`src/rtl/hv_cmd_pkg.sv`:
```
`default_nettype none
// ============================================================================
// Module      : hv_cmd_pkg
// Description : Shared definitions for the command fetch path: BSM opcodes,
//               completion status codes, CDB field layout, fetch FSM states
//               and a saturating counter helper.
// Revision    : 1.0 - initial release
// ============================================================================
package hv_cmd_pkg;

    // Opcodes carried in CDB[7:0]
    localparam logic [7:0] BSM_WRITE = 8'h40;
    localparam logic [7:0] BSM_READ  = 8'h30;
    localparam logic [7:0] QUERY     = 8'h70;

    // Completion status codes returned to the queue
    localparam logic [7:0] CMD_ST_READ_DONE  = 8'h06;
    localparam logic [7:0] CMD_ST_WRITE_DONE = 8'h07;
    localparam logic [7:0] CMD_ST_CKSUM_ERR  = 8'hE1;
    localparam logic [7:0] CMD_ST_OP_ERR     = 8'hE2;
    localparam logic [7:0] CMD_ST_EXEC_ERR   = 8'hE3;

    // CDB layout: 256 bits, eight 32-bit words, word 4 carries the checksum
    localparam int CDB_WIDTH      = 256;
    localparam int CDB_BEATS      = 4;
    localparam int CDB_WORD_W     = 32;
    localparam int CDB_WORDS      = CDB_WIDTH / CDB_WORD_W;
    localparam int CDB_OPCODE_LSB = 0;
    localparam int CDB_TAG_LSB    = 8;
    localparam int CDB_CKSUM_LSB  = 128;

    typedef enum logic [2:0] {
        ST_IDLE     = 3'd0,
        ST_REQ      = 3'd1,
        ST_WAIT_OE  = 3'd2,
        ST_CAPTURE  = 3'd3,
        ST_CHECK    = 3'd4,
        ST_DISPATCH = 3'd5,
        ST_EXEC     = 3'd6,
        ST_REPORT   = 3'd7
    } fetch_state_e;

    // Increment that sticks at all-ones instead of wrapping
    function automatic logic [7:0] sat_inc8(input logic [7:0] v);
        return (v == 8'hFF) ? v : v + 8'd1;
    endfunction

endpackage
`default_nettype wire

```
`src/rtl/hv_cdb_check.sv`:
```
`default_nettype none
// ============================================================================
// Module      : hv_cdb_check
// Description : Combinational CDB validation. The XOR of all eight 32-bit
//               words must be zero for a valid checksum; only BSM_WRITE and
//               BSM_READ are executable opcodes on this path.
// Ports       : cdb_i        - captured 256-bit CDB
//               cksum_ok_o   - 1 when the word XOR folds to zero
//               op_valid_o   - 1 when the opcode is BSM_WRITE or BSM_READ
//               op_is_read_o - 1 when the opcode is BSM_READ
// Revision    : 1.0 - initial release
// ============================================================================
module hv_cdb_check
    import hv_cmd_pkg::*;
(
    input  logic [CDB_WIDTH-1:0] cdb_i,
    output logic                 cksum_ok_o,
    output logic                 op_valid_o,
    output logic                 op_is_read_o
);

    logic [CDB_WORD_W-1:0] fold;
    logic [7:0]            opcode;

    always_comb begin
        fold = '0;
        for (int i = 0; i < CDB_WORDS; i++) begin
            fold = fold ^ cdb_i[i*CDB_WORD_W +: CDB_WORD_W];
        end
    end

    assign opcode       = cdb_i[CDB_OPCODE_LSB +: 8];
    assign cksum_ok_o   = (fold == '0);
    // QUERY is deliberately rejected: queries travel on the queue's query port
    assign op_valid_o   = (opcode == BSM_WRITE) || (opcode == BSM_READ);
    assign op_is_read_o = (opcode == BSM_READ);

endmodule
`default_nettype wire

```
`src/rtl/hv_cmd_fetch.sv`:
```
`default_nettype none
// ============================================================================
// Module      : hv_cmd_fetch
// Description : Consumer engine at the output of hv_commandQ. Requests a
//               command, captures the 4-beat CDB, validates it, dispatches
//               it to the BSM backend and reports status/tag to the queue.
// Config      : HV_FETCH_TIMEOUT_EN - abandon a request after OE_TIMEOUT
//               cycles without cmd_oe (counts as an error).
// Ports       : clk, reset (async, active low)
//               cq_cout_ready / cmd_request / cmd_oe / cmd_out - queue side
//               op_index / cmd_op_status / op_status_we        - status back
//               exe_* - backend handshake and command fields
//               err_count - saturating error counter
// Revision    : 1.0 - initial release
// ============================================================================
module hv_cmd_fetch
    import hv_cmd_pkg::*;
#(
    parameter int CMD_IO_WIDTH = 64,
    parameter int OE_TIMEOUT   = 16
) (
    input  logic                    clk,
    input  logic                    reset,
    input  logic                    cq_cout_ready,
    output logic                    cmd_request,
    input  logic                    cmd_oe,
    input  logic [CMD_IO_WIDTH-1:0] cmd_out,
    output logic [7:0]              op_index,
    output logic [7:0]              cmd_op_status,
    output logic                    op_status_we,
    output logic                    exe_valid,
    input  logic                    exe_ready,
    output logic [7:0]              exe_opcode,
    output logic [7:0]              exe_tag,
    output logic [CDB_WIDTH-1:0]    exe_cdb,
    input  logic                    exe_done,
    input  logic                    exe_error,
    output logic [7:0]              err_count
);

    fetch_state_e         state_q, state_d;
    logic [CDB_WIDTH-1:0] cdb_q, cdb_d;
    logic [1:0]           beat_q, beat_d;
    logic [7:0]           err_q, err_d;
    logic [7:0]           idx_q, idx_d;
    logic [7:0]           stat_q, stat_d;

    logic                 cksum_ok;
    logic                 op_valid;
    logic                 op_is_read;
    logic [CDB_WIDTH-1:0] cdb_shift;

`ifdef HV_FETCH_TIMEOUT_EN
    logic [7:0]           toc_q, toc_d;
`else
    logic                 unused_oe_timeout;
    assign unused_oe_timeout = (OE_TIMEOUT != 0);
`endif

    hv_cdb_check u_check (
        .cdb_i        (cdb_q),
        .cksum_ok_o   (cksum_ok),
        .op_valid_o   (op_valid),
        .op_is_read_o (op_is_read)
    );

    // Beats enter at the top and shift down; after four beats the first one
    // sits in CDB[63:0] and the last in CDB[255:192].
    assign cdb_shift = {cmd_out, cdb_q[CDB_WIDTH-1:CMD_IO_WIDTH]};

    always_comb begin
        state_d      = state_q;
        cdb_d        = cdb_q;
        beat_d       = beat_q;
        err_d        = err_q;
        idx_d        = idx_q;
        stat_d       = stat_q;
        cmd_request  = 1'b0;
        exe_valid    = 1'b0;
        op_status_we = 1'b0;
`ifdef HV_FETCH_TIMEOUT_EN
        toc_d        = toc_q;
`endif
        case (state_q)
            ST_IDLE: begin
                if (cq_cout_ready) state_d = ST_REQ;
            end
            ST_REQ: begin
                cmd_request = 1'b1;
                state_d     = ST_WAIT_OE;
`ifdef HV_FETCH_TIMEOUT_EN
                toc_d       = 8'd0;
`endif
            end
            ST_WAIT_OE: begin
                if (cmd_oe) begin
                    cdb_d   = cdb_shift;
                    beat_d  = 2'd1;
                    state_d = ST_CAPTURE;
                end
`ifdef HV_FETCH_TIMEOUT_EN
                else if (toc_q == 8'(OE_TIMEOUT - 1)) begin
                    err_d   = sat_inc8(err_q);
                    state_d = ST_IDLE;
                end else begin
                    toc_d = toc_q + 8'd1;
                end
`endif
            end
            ST_CAPTURE: begin
                if (cmd_oe) begin
                    cdb_d  = cdb_shift;
                    beat_d = beat_q + 2'd1;
                    if (beat_q == 2'd3) state_d = ST_CHECK;
                end else begin
                    // Broken burst: drop the frame silently apart from the counter
                    err_d   = sat_inc8(err_q);
                    state_d = ST_IDLE;
                end
            end
            ST_CHECK: begin
                if (!cksum_ok) begin
                    idx_d   = cdb_q[CDB_TAG_LSB +: 8];
                    stat_d  = CMD_ST_CKSUM_ERR;
                    err_d   = sat_inc8(err_q);
                    state_d = ST_REPORT;
                end else if (!op_valid) begin
                    idx_d   = cdb_q[CDB_TAG_LSB +: 8];
                    stat_d  = CMD_ST_OP_ERR;
                    err_d   = sat_inc8(err_q);
                    state_d = ST_REPORT;
                end else begin
                    state_d = ST_DISPATCH;
                end
            end
            ST_DISPATCH: begin
                exe_valid = 1'b1;
                if (exe_ready) state_d = ST_EXEC;
            end
            ST_EXEC: begin
                if (exe_done) begin
                    idx_d = cdb_q[CDB_TAG_LSB +: 8];
                    if (exe_error) begin
                        stat_d = CMD_ST_EXEC_ERR;
                        err_d  = sat_inc8(err_q);
                    end else if (op_is_read) begin
                        stat_d = CMD_ST_READ_DONE;
                    end else begin
                        stat_d = CMD_ST_WRITE_DONE;
                    end
                    state_d = ST_REPORT;
                end
            end
            ST_REPORT: begin
                op_status_we = 1'b1;
                state_d      = ST_IDLE;
            end
            default: state_d = ST_IDLE;
        endcase
    end

    always_ff @(posedge clk or negedge reset) begin
        if (!reset) begin
            state_q <= ST_IDLE;
            cdb_q   <= '0;
            beat_q  <= 2'd0;
            err_q   <= 8'd0;
            idx_q   <= 8'd0;
            stat_q  <= 8'd0;
        end else begin
            state_q <= state_d;
            cdb_q   <= cdb_d;
            beat_q  <= beat_d;
            err_q   <= err_d;
            idx_q   <= idx_d;
            stat_q  <= stat_d;
        end
    end

`ifdef HV_FETCH_TIMEOUT_EN
    always_ff @(posedge clk or negedge reset) begin
        if (!reset) toc_q <= 8'd0;
        else        toc_q <= toc_d;
    end
`endif

    assign op_index      = idx_q;
    assign cmd_op_status = stat_q;
    assign err_count     = err_q;
    assign exe_opcode    = cdb_q[CDB_OPCODE_LSB +: 8];
    assign exe_tag       = cdb_q[CDB_TAG_LSB +: 8];
    assign exe_cdb       = cdb_q;

endmodule
`default_nettype wire

```
`config.mk`:
```
export PLATFORM = sky130hd
export DESIGN_NAME = hv_cmd_fetch
export DESIGN_NICKNAME = d
export VERILOG_FILES = /design/src/rtl/hv_cmd_pkg.sv /design/src/rtl/hv_cdb_check.sv /design/src/rtl/hv_cmd_fetch.sv
export SDC_FILE = /design/constraint.sdc
export NUM_CORES = 1
export LEC_CHECK = 0
export BUFFER_PORTS_ARGS = -buffer_cell sky130_fd_sc_hd__buf_4
export CAP_MARGIN = 20
export CELL_PAD_IN_SITES_DETAIL_PLACEMENT = 1
export CELL_PAD_IN_SITES_GLOBAL_PLACEMENT = 2
export CORE_MARGIN = 1.5
export CORE_UTILIZATION = 37
export DETAILED_ROUTE_END_ITERATION = 16
export PLACE_DENSITY = 0.92
export SETUP_SLACK_MARGIN = 0.2
export SLEW_MARGIN = 15
export SYNTH_ARGS = -nofsm -noshare
export SYNTH_HDL_FRONTEND = slang
export SYNTH_SLANG_ARGS = --single-unit
```
`constraint.sdc`:
```
create_clock -name clk -period 6 [get_ports clk]
set_input_delay 0.3 -clock clk [delete_from_list [all_inputs] [get_ports clk]]
set_output_delay 0.3 -clock clk [all_outputs]
set_load 0.01 [all_outputs]
```
Word level (Yosys, flattened, before mapping)
Index checks and enable logic that the tools add are counted.
{"block": "word_totals", "mem_count": 0, "ramBits": 0, "elab_cells": 79, "mem_bits_ro": 0, "reg_bits": 285, "latch_bits": 0}
{"block": "op_classes", "reduce_logical": 12, "bitwise": 7, "n_shift": 0, "n_lt_le_gt_ge": 0, "div_mod_pow": 0, "mux": 32, "n_mul": 0, "n_addsub": 2, "n_eq_ne": 20}
{"cell": "$xor A32 B32 Y32", "count": 7}
{"cell": "$mux W8", "count": 13}
{"cell": "$logic_not A32 Y1", "count": 1}
{"cell": "$pmux W8 S2", "count": 2}
{"cell": "$pmux W3 S8", "count": 1}
{"cell": "$pmux W8 S3", "count": 1}
{"cell": "$mux W3", "count": 6}
{"cell": "$ne A2 B2 Y1 const B", "count": 7}
{"cell": "$eq A3 B3 Y1 const B", "count": 4}
{"cell": "$reduce_and A5 Y1", "count": 2}
{"cell": "$add A8 B1 Y8 const B", "count": 1}
{"cell": "$eq A8 B6 Y1 const B", "count": 1}
{"cell": "$eq A8 B7 Y1 const B", "count": 1}
{"cell": "$eq A8 B8 Y1 const B", "count": 1}
{"cell": "$mux W2", "count": 4}
{"cell": "$eq A3 B2 Y1 const B", "count": 2}
{"cell": "$ne A3 B3 Y1 const B", "count": 2}
{"cell": "$reduce_and A3 Y1", "count": 2}
{"cell": "$mux W1", "count": 4}
{"cell": "$pmux W2 S2", "count": 1}
{"cell": "$reduce_bool A2 Y1", "count": 2}
{"cell": "$eq A3 B1 Y1 const B", "count": 1}
{"cell": "$logic_not A3 Y1", "count": 1}
{"cell": "$reduce_bool A3 Y1", "count": 1}
{"cell": "other kinds (5)", "count": 5}

Logic depth before layout (Yosys ltp)
Gate-level depths: netlist of the first run.
{"block": "depth", "depth_word": 10, "ltp_mapped": 9, "depth_no_buf": 8}

By module
Synthesis of the first run repeated with hierarchy kept, for this count alone.
{"block": "unflattened", "cells_unflattened": 914, "hier_area_um2": 12846.1}
{"module": "hv_cmd_fetch", "n_inst": 1, "area_each_um2": 10781.6, "cells_each": 671}
{"module": "hv_cdb_check", "n_inst": 1, "area_each_um2": 2064.5, "cells_each": 243}

Worst setup path after synthesis of the first run
OpenSTA, ideal clock, no wires.
{"block": "synth_timing", "kind": "reg-to-reg", "startpoint": "register cdb_q[221], in the netlist exe_cdb[221]", "endpoint": "register err_q[1], in the netlist err_count[1]", "path_buffers": 1, "stages_incl_launch_ff": 10, "period_less_slack_ns": 2.294, "slack_ns": 3.706, "required_ns": 5.875, "t_arrival_ns": 2.168, "cell_sequence": "dfrtp_1 xor2_1 xnor2_1 xnor2_1 nor4_1 nand4_1 or3_1 buf_6 nand2b_4 mux2_4"}
{"block": "synth_via", "elab_chain_len": 5, "elab_cells_between_ends": 7, "classes_between": "eq/ne: 1; mux: 2; bitwise: 2; reduce/logical: 2"}
{"item": "from (decl)", "line_no": "hv_cmd_fetch.sv:42", "source": "logic [CDB_WIDTH-1:0] cdb_q, cdb_d;"}
{"item": "from (signal assigned)", "line_no": "hv_cmd_fetch.sv:165", "source": "cdb_q <= '0;"}
{"item": "from (signal assigned)", "line_no": "hv_cmd_fetch.sv:172", "source": "cdb_q <= cdb_d;"}
{"item": "$xor A32 B32 Y32 * (2 in series)", "line_no": "hv_cdb_check.sv:28", "source": "fold = fold ^ cdb_i[i*CDB_WORD_W +: CDB_WORD_W];"}
{"item": "$logic_not A32 Y1 *", "line_no": "hv_cdb_check.sv:33", "source": "assign cksum_ok_o = (fold == '0);"}
{"item": "$ne A3 B3 Y1 (no source line) or $mux W8 (tied branches)"}
{"item": "$reduce_and A5 Y1 (no source line) or $pmux W8 S3 (tied branches)"}
{"item": "to (signal assigned)", "line_no": "hv_cmd_fetch.sv:174", "source": "err_q <= err_d;"}
{"item": "to (decl)", "line_no": "hv_cmd_fetch.sv:44", "source": "logic [7:0] err_q, err_d;"}
Every way passes the cells marked *; elsewhere a longest branch is shown, timed or not.
A chain may end at the register's enable or synchronous reset.

Worst setup path in the final report of the first run
{"block": "layout_timing", "startpoint": "register cdb_q[207], in the netlist exe_cdb[207]", "endpoint": "register err_q[1], in the netlist err_count[1]"}
Same word-level chain as after synthesis.

==> results of run 1 <==
cell usage after synthesis (all sizes together) (2+ instances only):
cell | n | area [sq um]
mux2 | 266 | 2999
nor3 | 4 | 25.02
nand2b | 4 | 32.53
ha | 2 | 25.02
nor4 | 8 | 50.05
o21ai | 9 | 45.04
clkbuf | 32 | 120.1
xor2 | 32 | 280.3
xnor2 | 199 | 1743
a21oi | 7 | 35.03
nand2 | 13 | 48.80
nor2 | 8 | 30.03
buf | 21 | 161.4
nand4 | 5 | 31.28
nand3 | 6 | 30.03
inv | 6 | 22.52
dfrtp | 281 | 7032
metal layers:
metal	wire, microns	vias to the layer above
met5	0	-
met3	2388	51
met1	13710	4232
met2	17390	249
met4	879	0
li1	-	3833
timing repair:
item,CTS,global route
hold buffers,2,0
endpoints found under the hold margin,97,0
buffers inserted,0,0
cell type report:
cell class / instances / area (sq um) / area share
clock buffers: 49 / 1041 / 0.06088
clock inverters: 11 / 85.08 / 0.004976
inverters: 6 / 22.52 / 0.001317
multi-input cells: 581 / 5509 / 0.3222
flip-flops and latches: 281 / 7032 / 0.4112
well taps: 455 / 569.3 / 0.03329
repair buffers: 375 / 2840 / 0.1661
worst reg2reg max path: stages (launching register included):
cell,delay [ps]
dfrtp_1,410
xor2_1,190
xnor2_1,230
xnor2_1,150
nor4_1,580
nand4_1,330
or3_1,570
nand2b_4,130
mux2_4,290
power by group through the flow:
stage               Clock (mW)  Sequential, mW  Combinational (mW)
detailed placement           0            4.10                7.35
floorplan                    0            4.24                4.06
global route              2.18            4.25                7.76
global placement             0            4.02                7.24
CTS                       2.11            4.08                7.40
finish                    2.04            4.06                7.18
kinds of logic (layout without fill, tap and decap cells):
family / count (synthesis) / after routing / synth area share
compound gates: 24 / 24 / 0.01131
fa+ha+maj: 2 / 2 / 0.001950
other cells: 1 / 2 / 0.0002922
buf+inv: 59 / 441 / 0.02369
mux: 266 / 266 / 0.2337
xor+xnor: 231 / 231 / 0.1576
simple gates: 56 / 56 / 0.02350
flops: 281 / 281 / 0.5479
how the worst max path moves through the flow:
stage                     slack (ps)            to          from
after floorplan                 3710  err_count[1]  exe_cdb[221]
after global placement          2840  err_count[1]  exe_cdb[244]
after detailed placement        2830  err_count[1]  exe_cdb[244]
after CTS                       2790  err_count[1]  exe_cdb[244]
after global routing            2730  err_count[1]   exe_cdb[77]
final                           2980  err_count[1]  exe_cdb[207]
sequential cells by signal, indices dropped and copies added (netlist names):
signal,flops
state_q,3
exe_cdb,256
beat_q,2
op_index,8
cmd_op_status,4
err_count,8
cell usage in the layout (no fill, tap or decap), types with 2 or more instances in the layout:
cell and instances:
a21oi_1 7, buf_4 371, clkbuf_1 5, clkbuf_16 37
clkbuf_8 7, clkinv_2 8, clkinvlp_4 2, conb_1 2
dfrtp_1 281, dlygate4sd3_1 2, ha_1 2, inv_1 6
mux2_1 8, mux2_2 257, nand2_1 13, nand2b_1 2
nand2b_4 2, nand3_1 6, nand4_1 5, nor2_1 8
nor3_1 3, nor4_1 8, o21ai_0 9, xnor2_1 199
xor2_1 32
==> results.md, run 1 <==
* H-tree depth at 2
* Ys async rst share at 1.000
* Primary FF master, synth: dfrtp_1
* Cell Area, Synth at 0.01283 sq mm
* Reg power frac at 0.306
* Clock skew at 11.75 ps
* Final Max Tran Viols at 0
* # DRC at 0
* EDFF count, synth at 0
* Worst path depth at 8
* Hold WS at 33.61 ps
* Final ANT Viol Nets at 0
* CTS clk-pin slew, worst paths at 60 ps
* Slew headroom at 0.4568
* Chip Height at 189.2 microns
* 1st-iter DRT viols at 246
* Least-Margin Pin Slew at 814.8 ps
* Worst EP required at 6370 ps
* Worst r2r path cells at 8
* Met3 usage at 0.05060
* Final weighted congestion in routability-driven placement at 0.7602
* Routed vias at 8365
* Met2 Use GR at 0.3309
* Setup TNS at 0 ps
* HP Class: input pin to register
* Family with the most delay on the worst path: simple AND/OR/NAND/NOR gates
* Sw Share at 0.3954
* Die Area at 0.03581 sq mm
* Final hold viol count at 0
* CTS resizes at 0
* Max IR drop VDD at 0.3819 mV
* Post-DP HPWL at 25270 microns
* Clock power frac at 0.153
* Core area at 0.03437 sq mm
* Avg WL per Cell at 19.55 microns
* Share of cells above drive strength 1 at 0.5303
* CP endpoint kind: register
* Final Cell Area at 0.01710 sq mm
* Worst Hold End: exe_cdb[247]
* CP max stage delay at 580 ps
* CTS Buffer Depth at 3
* Top achievable clock speed at 330.6 MHz
* DP Area at 0.01595 sq mm
* RR Startpoint: exe_cdb[207]
* Vias per cell at 4.758
* Critical path class: register to register
* Reg2reg end: err_count[1]
* First-pass GRT wire length at 53520 microns
* Worst slack at placement at 2829 ps
* Ant. Diodes at 0
* Clk sink count at 281
* Inst Count DP at 1696
* Period minus WS final at 3025 ps
* Hold wc startpoint: cmd_out[55]
* CP arrival at 3400 ps
* Utilization after layout at 0.4975
* Largest net degree at the start of global routing at 124
* Sequential fraction of the synthesis area at 0.5479
* Syn Area/Cell at 13.95 sq um
* Area delta synth->final at 33.24%
* Root Buffer: clkbuf_16
* GR Overflow Total at 0
* Detailed-route wire length at 34370 microns
* Initial antenna violation count at 0
* Bufs and invs on worst path at 0
* Pwr dens at 776.2 mW/mm^2
* P_int at 8.025 mW
* Clk Latency, worst-skew pair at 500 ps
* Worst-path maximum fanout at 7
* Total of max-cap violations at 0
* CP dominant cell by count: xnor2_1
* TritonRoute pass-1 iters at 4
* Leak at 7.537 nW
* Top-level I/O count at 370
* Top Usage Layer GRT: met2
* Unrepaired setup endpoints after global routing: false
* Setup-failing EPs final at 0
* PortBufs at 367
* Die Wd at 189.2 microns
* Crit-path cells: xor2_1 -> xnor2_1 -> xnor2_1 -> nor4_1 -> nand4_1 -> or3_1 -> nand2b_4 -> mux2_4
* Unique masters post-synth at 39
* Initial core utilization at 0.3734
* Combinational power share at 0.541
* Placement Rows at 68
* FF+latch count, synth at 281
* PnR worst setup slack at 2975 ps
* Startpoint types: register
* Tot Pwr at 13.27 mW
* Slowest stage cell on the critical path: nor4_1
* Fill count at 3571
* FF-to-FF setup slack at 2980 ps
* Psw at 5.248 mW
* Yosys warnings at 0
* GRT Overall Usage at 0.1906
* Final cell count without fillers at 1758
* CTS Buf Count at 35
* Result of the run: finished, final reports clean
* Vias in the first global route at 9123
* Syn Inst Count at 920
* GR Util met1 at 0.2321
* Worst hold stages at 2
* Final worst path period share at 0.5041
* CTS tree: built
* Final #Nets at 1353
Note: power is estimated with default switching activity, not from simulation.
==> inputs of run 2 (changes only) <==
--- a/config.mk
+++ b/config.mk
@@ -10,9 +10,9 @@
 export CELL_PAD_IN_SITES_DETAIL_PLACEMENT = 1
 export CELL_PAD_IN_SITES_GLOBAL_PLACEMENT = 2
 export CORE_MARGIN = 1.5
-export CORE_UTILIZATION = 37
+export CORE_UTILIZATION = 35
 export DETAILED_ROUTE_END_ITERATION = 16
-export PLACE_DENSITY = 0.92
+export PLACE_DENSITY = 0.88
 export SETUP_SLACK_MARGIN = 0.2
 export SLEW_MARGIN = 15
 export SYNTH_ARGS = -nofsm -noshare
==> constraint.sdc (replaced) <==
create_clock -name clk -period 3.15 [get_ports clk]
set_input_delay 0.1575 -clock clk [delete_from_list [all_inputs] [get_ports clk]]
set_output_delay 0.1575 -clock clk [all_outputs]
set_load 0.01 [all_outputs]
==> run 2 against run 1 <==
Setup slack got worse by 2600 ps. Register-to-register slack got worse by 2600 ps. Count of clock-buffer cells in the layout grew 6. First-iteration DRC count increased by 0.41%.
==> results.md, run 2 (synthesized netlist as in run 1, its figures left out) <==
* Result of the run: finished, final reports clean
* Die Wd at 194.5 microns
* GR Overflow Total at 0
* # DRC at 0
* Total of max-cap violations at 0
* PortBufs at 367
* CP Launch Point: exe_cdb[221]
* Largest net degree at the start of global routing at 91
* Avg WL per Cell at 19.85 microns
* Least-Margin Pin Slew at 742.9 ps
* Worst EP required at 3540 ps
* Clock skew at 15.55 ps
* Top achievable clock speed at 357.2 MHz
* Utilization after layout at 0.5006
* Final hold viol count at 0
* Max IR drop VDD at 0.6585 mV
* Period minus WS final at 2800 ps
* Setup-failing EPs final at 0
* Largest register FFs at 256
* CTS clk-pin slew, worst paths at 60 ps
* CP dominant cell by count: xnor2_1
* FF-to-FF setup slack at 350 ps
* CTS Buffer Depth at 3
* Vias per cell at 4.708
* Final Max Tran Viols at 0
* Worst r2r path cells at 9
* Top-level I/O count at 370
* Pwr dens at 1440 mW/mm^2
* Slew headroom at 0.5047
* CTS Buf Count at 34
* HP Class: input pin to register
* Clk Latency, worst-skew pair at 510 ps
* Slowest stage cell on the critical path: or3_4
* H-tree depth at 2
* Vias in the first global route at 9476
* Routed vias at 8667
* Detailed-route wire length at 36550 microns
* Area delta synth->final at 39.76%
* Commonest non-fill, non-tap cell in the layout: buf_4
* 1st-iter DRT viols at 247
* Initial core utilization at 0.3582
* Leak at 7.892 nW
* Fill count at 3662
* Setup TNS at 0 ps
* Core area at 0.03583 sq mm
* Post-DP HPWL at 25910 microns
* Worst Setup EP: err_count[1]
* CP arrival at 3190 ps
* Clk sink count at 281
* Initial antenna violation count at 1
* Most frequent cells in the layout: 372 x buf_4, 281 x dfrtp_1, 257 x mux2_2
* Root Buffer: clkbuf_16
* Inst Count DP at 1710
* First-pass GRT wire length at 57330 microns
* Final weighted congestion in routability-driven placement at 0.7874
* Final #Nets at 1426
* Share of cells above drive strength 1 at 0.5069
* Reg2reg end: err_count[1]
* Unrepaired setup endpoints after global routing: false
* Crit-path cells: xor2_1 -> xnor2_1 -> xnor2_1 -> nor4_4 -> buf_4 -> nand4_1 -> or3_4 -> nand2b_4 -> mux2_4
* Startpoint types: register
* Final ANT Viol Nets at 0
* Final cell count without fillers at 1841
* GRT Overall Usage at 0.1939
* Placement Rows at 69
* Hold WS at 97.38 ps
* Worst-path maximum fanout at 7
* Final worst path period share at 0.8889
* CP max stage delay at 510 ps
* CTS tree: built
* Critical path class: register to register
* CP endpoint kind: register
* RR Startpoint: exe_cdb[221]
* Die Area at 0.03782 sq mm
* TritonRoute pass-1 iters at 4
* Chip Height at 194.5 microns
-- run 2: worst min-delay path by stage --
stage	from	endpoint	cells past startpoint
floorplan	reset	beat_q[0]	0
global placement	reset	op_index[5]	1
detailed placement	reset	op_index[5]	1
CTS	exe_error	cmd_op_status[6]	3
global route	exe_error	cmd_op_status[6]	3
finish	exe_error	cmd_op_status[2]	3
-- run 2: per-layer routing --
layer  share of wire  routed length, microns  track usage
met1            0.41                   14930       0.2346
met2            0.50                   18250       0.3324
met3           0.066                    2430      0.05639
met4           0.026                     944      0.06019
met5               0                       0            0
-- run 2: repair_timing --
item / 4_1_cts / 5_1_grt
hold buffers: 67 / 0
resized for setup: 4 / 3
gates cloned: 0 / 0
hold endpoints to repair: 153 / 0
setup endpoints to repair: 17 / 9
buffers inserted: 0 / 1
pin swaps: 1 / 0
-- run 2: cell type report --
| class | instances | area, sq um | area share |
|---|---|---|---|
| inverters | 6 | 22.52 | 0.001256 |
| well taps | 461 | 576.8 | 0.03216 |
| clock buffers | 55 | 1054 | 0.05874 |
| clock inverters | 7 | 35.03 | 0.001953 |
| multi-input cells | 581 | 5555 | 0.3097 |
| flip-flops and latches | 281 | 7032 | 0.3920 |
| repair buffers | 449 | 3659 | 0.2040 |
| diodes | 1 | 2.502 | 0.0001395 |
-- run 2: report_power, final --
group          total (mW)  internal, mW  switching [mW]  leakage [nW]
registers            7.73          5.48            2.25          3.33
logic                14.3          7.71            6.60          4.02
clock network        3.79          2.29            1.51         0.541
-- run 2: worst max-delay path, delay by kind of cell (launching register included) --
family        cells  cell delay [ps]
mux               1              300
xor+xnor          3              590
buf+inv           1              170
simple gates      4             1190
flops             1              420
-- run 2: metrics by stage --
stage | power (mW) | cell area (sq um) | setup slack [ps]
after floorplan | 15.80 | 12840 | 856.5
after global placement | 21.72 | 16120 | 4.688
after detailed placement | 22.06 | 16120 | -45.12
after CTS | 26.27 | 17910 | 266.7
after global routing | 27.55 | 17940 | 206.4
final | 25.83 | 17940 | 350.1
==> inputs of run 3 (changes only) <==
--- a/config.mk
+++ b/config.mk
@@ -9,10 +9,12 @@
 export CAP_MARGIN = 20
 export CELL_PAD_IN_SITES_DETAIL_PLACEMENT = 1
 export CELL_PAD_IN_SITES_GLOBAL_PLACEMENT = 2
+export CORE_ASPECT_RATIO = 0.5
 export CORE_MARGIN = 1.5
-export CORE_UTILIZATION = 35
+export CORE_UTILIZATION = 37
 export DETAILED_ROUTE_END_ITERATION = 16
-export PLACE_DENSITY = 0.88
+export PLACE_DENSITY = 0.92
+export REMOVE_ABC_BUFFERS = 1
 export SETUP_SLACK_MARGIN = 0.2
 export SLEW_MARGIN = 15
 export SYNTH_ARGS = -nofsm -noshare
==> constraint.sdc (replaced) <==
create_clock -name clk -period 3.4 [get_ports clk]
set_input_delay 0.17 -clock clk [delete_from_list [all_inputs] [get_ports clk]]
set_output_delay 0.17 -clock clk [all_outputs]
set_load 0.01 [all_outputs]
==> run 3 against run 2 <==
Via count down 0.25%. Die area fell by 5.1%. Critical path depth down 1. Count of clock-buffer cells in the layout fell by 15. Sequential power down 6.1%. Cell area decreased by 1.3%. Combinational power decreased by 12%. Fmax decreased by 6.8%. Clock power decreased by 15%. Sequential cell count did not move. Critical endpoint unchanged.
==> results.md, run 3 (synthesized netlist as in run 1, its figures left out) <==
* First-pass GRT wire length at 59060 microns
* Setup-failing EPs final at 0
* Top-level I/O count at 370
* Clock skew at 11.10 ps
* Root Buffer: clkbuf_16
* Initial antenna violation count at 0
* Final Cell Area at 0.01771 sq mm
* Final ANT Viol Nets at 0
* PnR worst setup slack at 396.3 ps
* Tot Pwr at 23.10 mW
* CTS tree: built
* Vias per cell at 4.724
* Period minus WS final at 3004 ps
* Fill count at 3396
* Least-Margin Pin Slew at 984.1 ps
* Die Area at 0.03588 sq mm
* Total of max-cap violations at 0
* Pwr dens at 1304 mW/mm^2
* Worst EP required at 3830 ps
* Final #Nets at 1420
* Worst slack at placement at 491.2 ps
* Critical path class: register to register
* Final worst path period share at 0.8835
* Max IR drop VDD at 0.5465 mV
* Final weighted congestion in routability-driven placement at 0.8250
* HP Class: input pin to register
* Slew headroom at 0.3439
* Routed vias at 8645
* Avg WL per Cell at 20.76 microns
* # DRC at 0
* Worst-path maximum fanout at 7
* Inst Count DP at 1715
* Startpoint types: register
* Area delta synth->final at 37.98%
* DP Area at 0.01610 sq mm
* Final Max Tran Viols at 0
* Chip Height at 134.7 microns
* Share of cells above drive strength 1 at 0.5040
* Commonest non-fill, non-tap cell in the layout: buf_4
* Initial core utilization at 0.3822
* TritonRoute pass-1 iters at 4
* Largest register FFs at 256
* CTS Buf Count at 28
* Post-DP HPWL at 27810 microns
* PortBufs at 367
* CTS Buffer Depth at 3
* CTS resizes at 0
* CP endpoint kind: register
* Core area at 0.03358 sq mm
* CTS clk-pin slew, worst paths at 60 ps
* Clk sink count at 281
* GRT Overall Usage at 0.2119
* Clk Latency, worst-skew pair at 550 ps
* Detailed-route wire length at 37990 microns
* Final hold viol count at 0
* Top achievable clock speed at 332.9 MHz
* Placement Rows at 47
* CP arrival at 3440 ps
* Leak at 7.788 nW
* 1st-iter DRT viols at 308
* Vias in the first global route at 9709
* Ant. Diodes at 0
* H-tree depth at 1
* Result of the run: finished, final reports clean
* Largest net degree at the start of global routing at 119
* Final cell count without fillers at 1830
* Unrepaired setup endpoints after global routing: false
* GR Overflow Total at 0
* Most frequent cells in the layout: 375 x buf_4, 281 x dfrtp_1, 257 x mux2_2
* Die Wd at 266.4 microns
-- run 3: cell count changes in the layout (fill, tap and decap cells not counted), sizes merged --
cell    previous run  this run
bufinv             0         3
clkbuf            55        40
clkinv             7         5
diode              1         0
-- run 3: timing repair --
| action | CTS | global route |
|---|---|---|
| buffers inserted | 0 | 0 |
| endpoints found under the hold margin | 179 | 0 |
| hold buffers | 67 | 0 |
-- run 3: critical path: stages (launching register included) --
cell and delay, ps:
dfrtp_1 420, xor2_1 290, xnor2_1 200, xnor2_1 130, nor4_1 420, nand4_1 380, or3_1 620, nand2b_4 140
mux2_4 300
-- run 3: final timing paths --
path,startpoint,to,slack [ps],depth (start not counted)
max,exe_cdb[221],err_count[1],400,8
min,cq_cout_ready,state_q[0],90,5
max reg2reg,exe_cdb[221],err_count[1],400,8
min reg2reg,op_index[7],op_index[7],500,1
max in group asynchronous,reset,exe_cdb[176],2020,3
min in group asynchronous,reset,exe_cdb[40],300,2
-- run 3: report_power, final --
group / internal, mW / switching (mW) / total, mW / leakage, nW
registers: 5.07 / 2.19 / 7.26 / 3.33
logic: 7.06 / 5.55 / 12.6 / 3.99
clock network: 1.90 / 1.33 / 3.23 / 0.468
total: 14.0 / 9.06 / 23.1 / 7.79
-- run 3: final cells by class --
class | instances | area [sq um] | area share
Inverter | 6 | 22.52 | 0.001272
Sequential cell | 281 | 7032 | 0.3971
Clock inverter | 8 | 115.1 | 0.006500
Clock buffer | 40 | 827.0 | 0.04670
Multi-Input combinational cell | 581 | 5509 | 0.3111
Tap cell | 465 | 581.8 | 0.03286
Timing Repair Buffer | 449 | 3621 | 0.2045
-- run 3: stage by stage --
stage	setup TNS (ps)	hold WS [ps]	util
3_5_place_dp	0	347.1	0.4793
2_1_floorplan	-1097170	-125.6	-
6_report	0	91.77	0.5274
3_3_place_gp	0	325.0	0.4793
4_1_cts	0	66.53	0.5274
5_1_grt	0	96.71	0.5274
-- run 3: metal layers --
metal	wire, microns	share of wire	vias up	track usage
met5	0	0	-	0
met4	1574	0.041	0	0.08239
met3	938	0.025	79	0.03009
met2	20960	0.55	132	0.4029
met1	14510	0.38	4457	0.2407
li1	-	-	3977	-
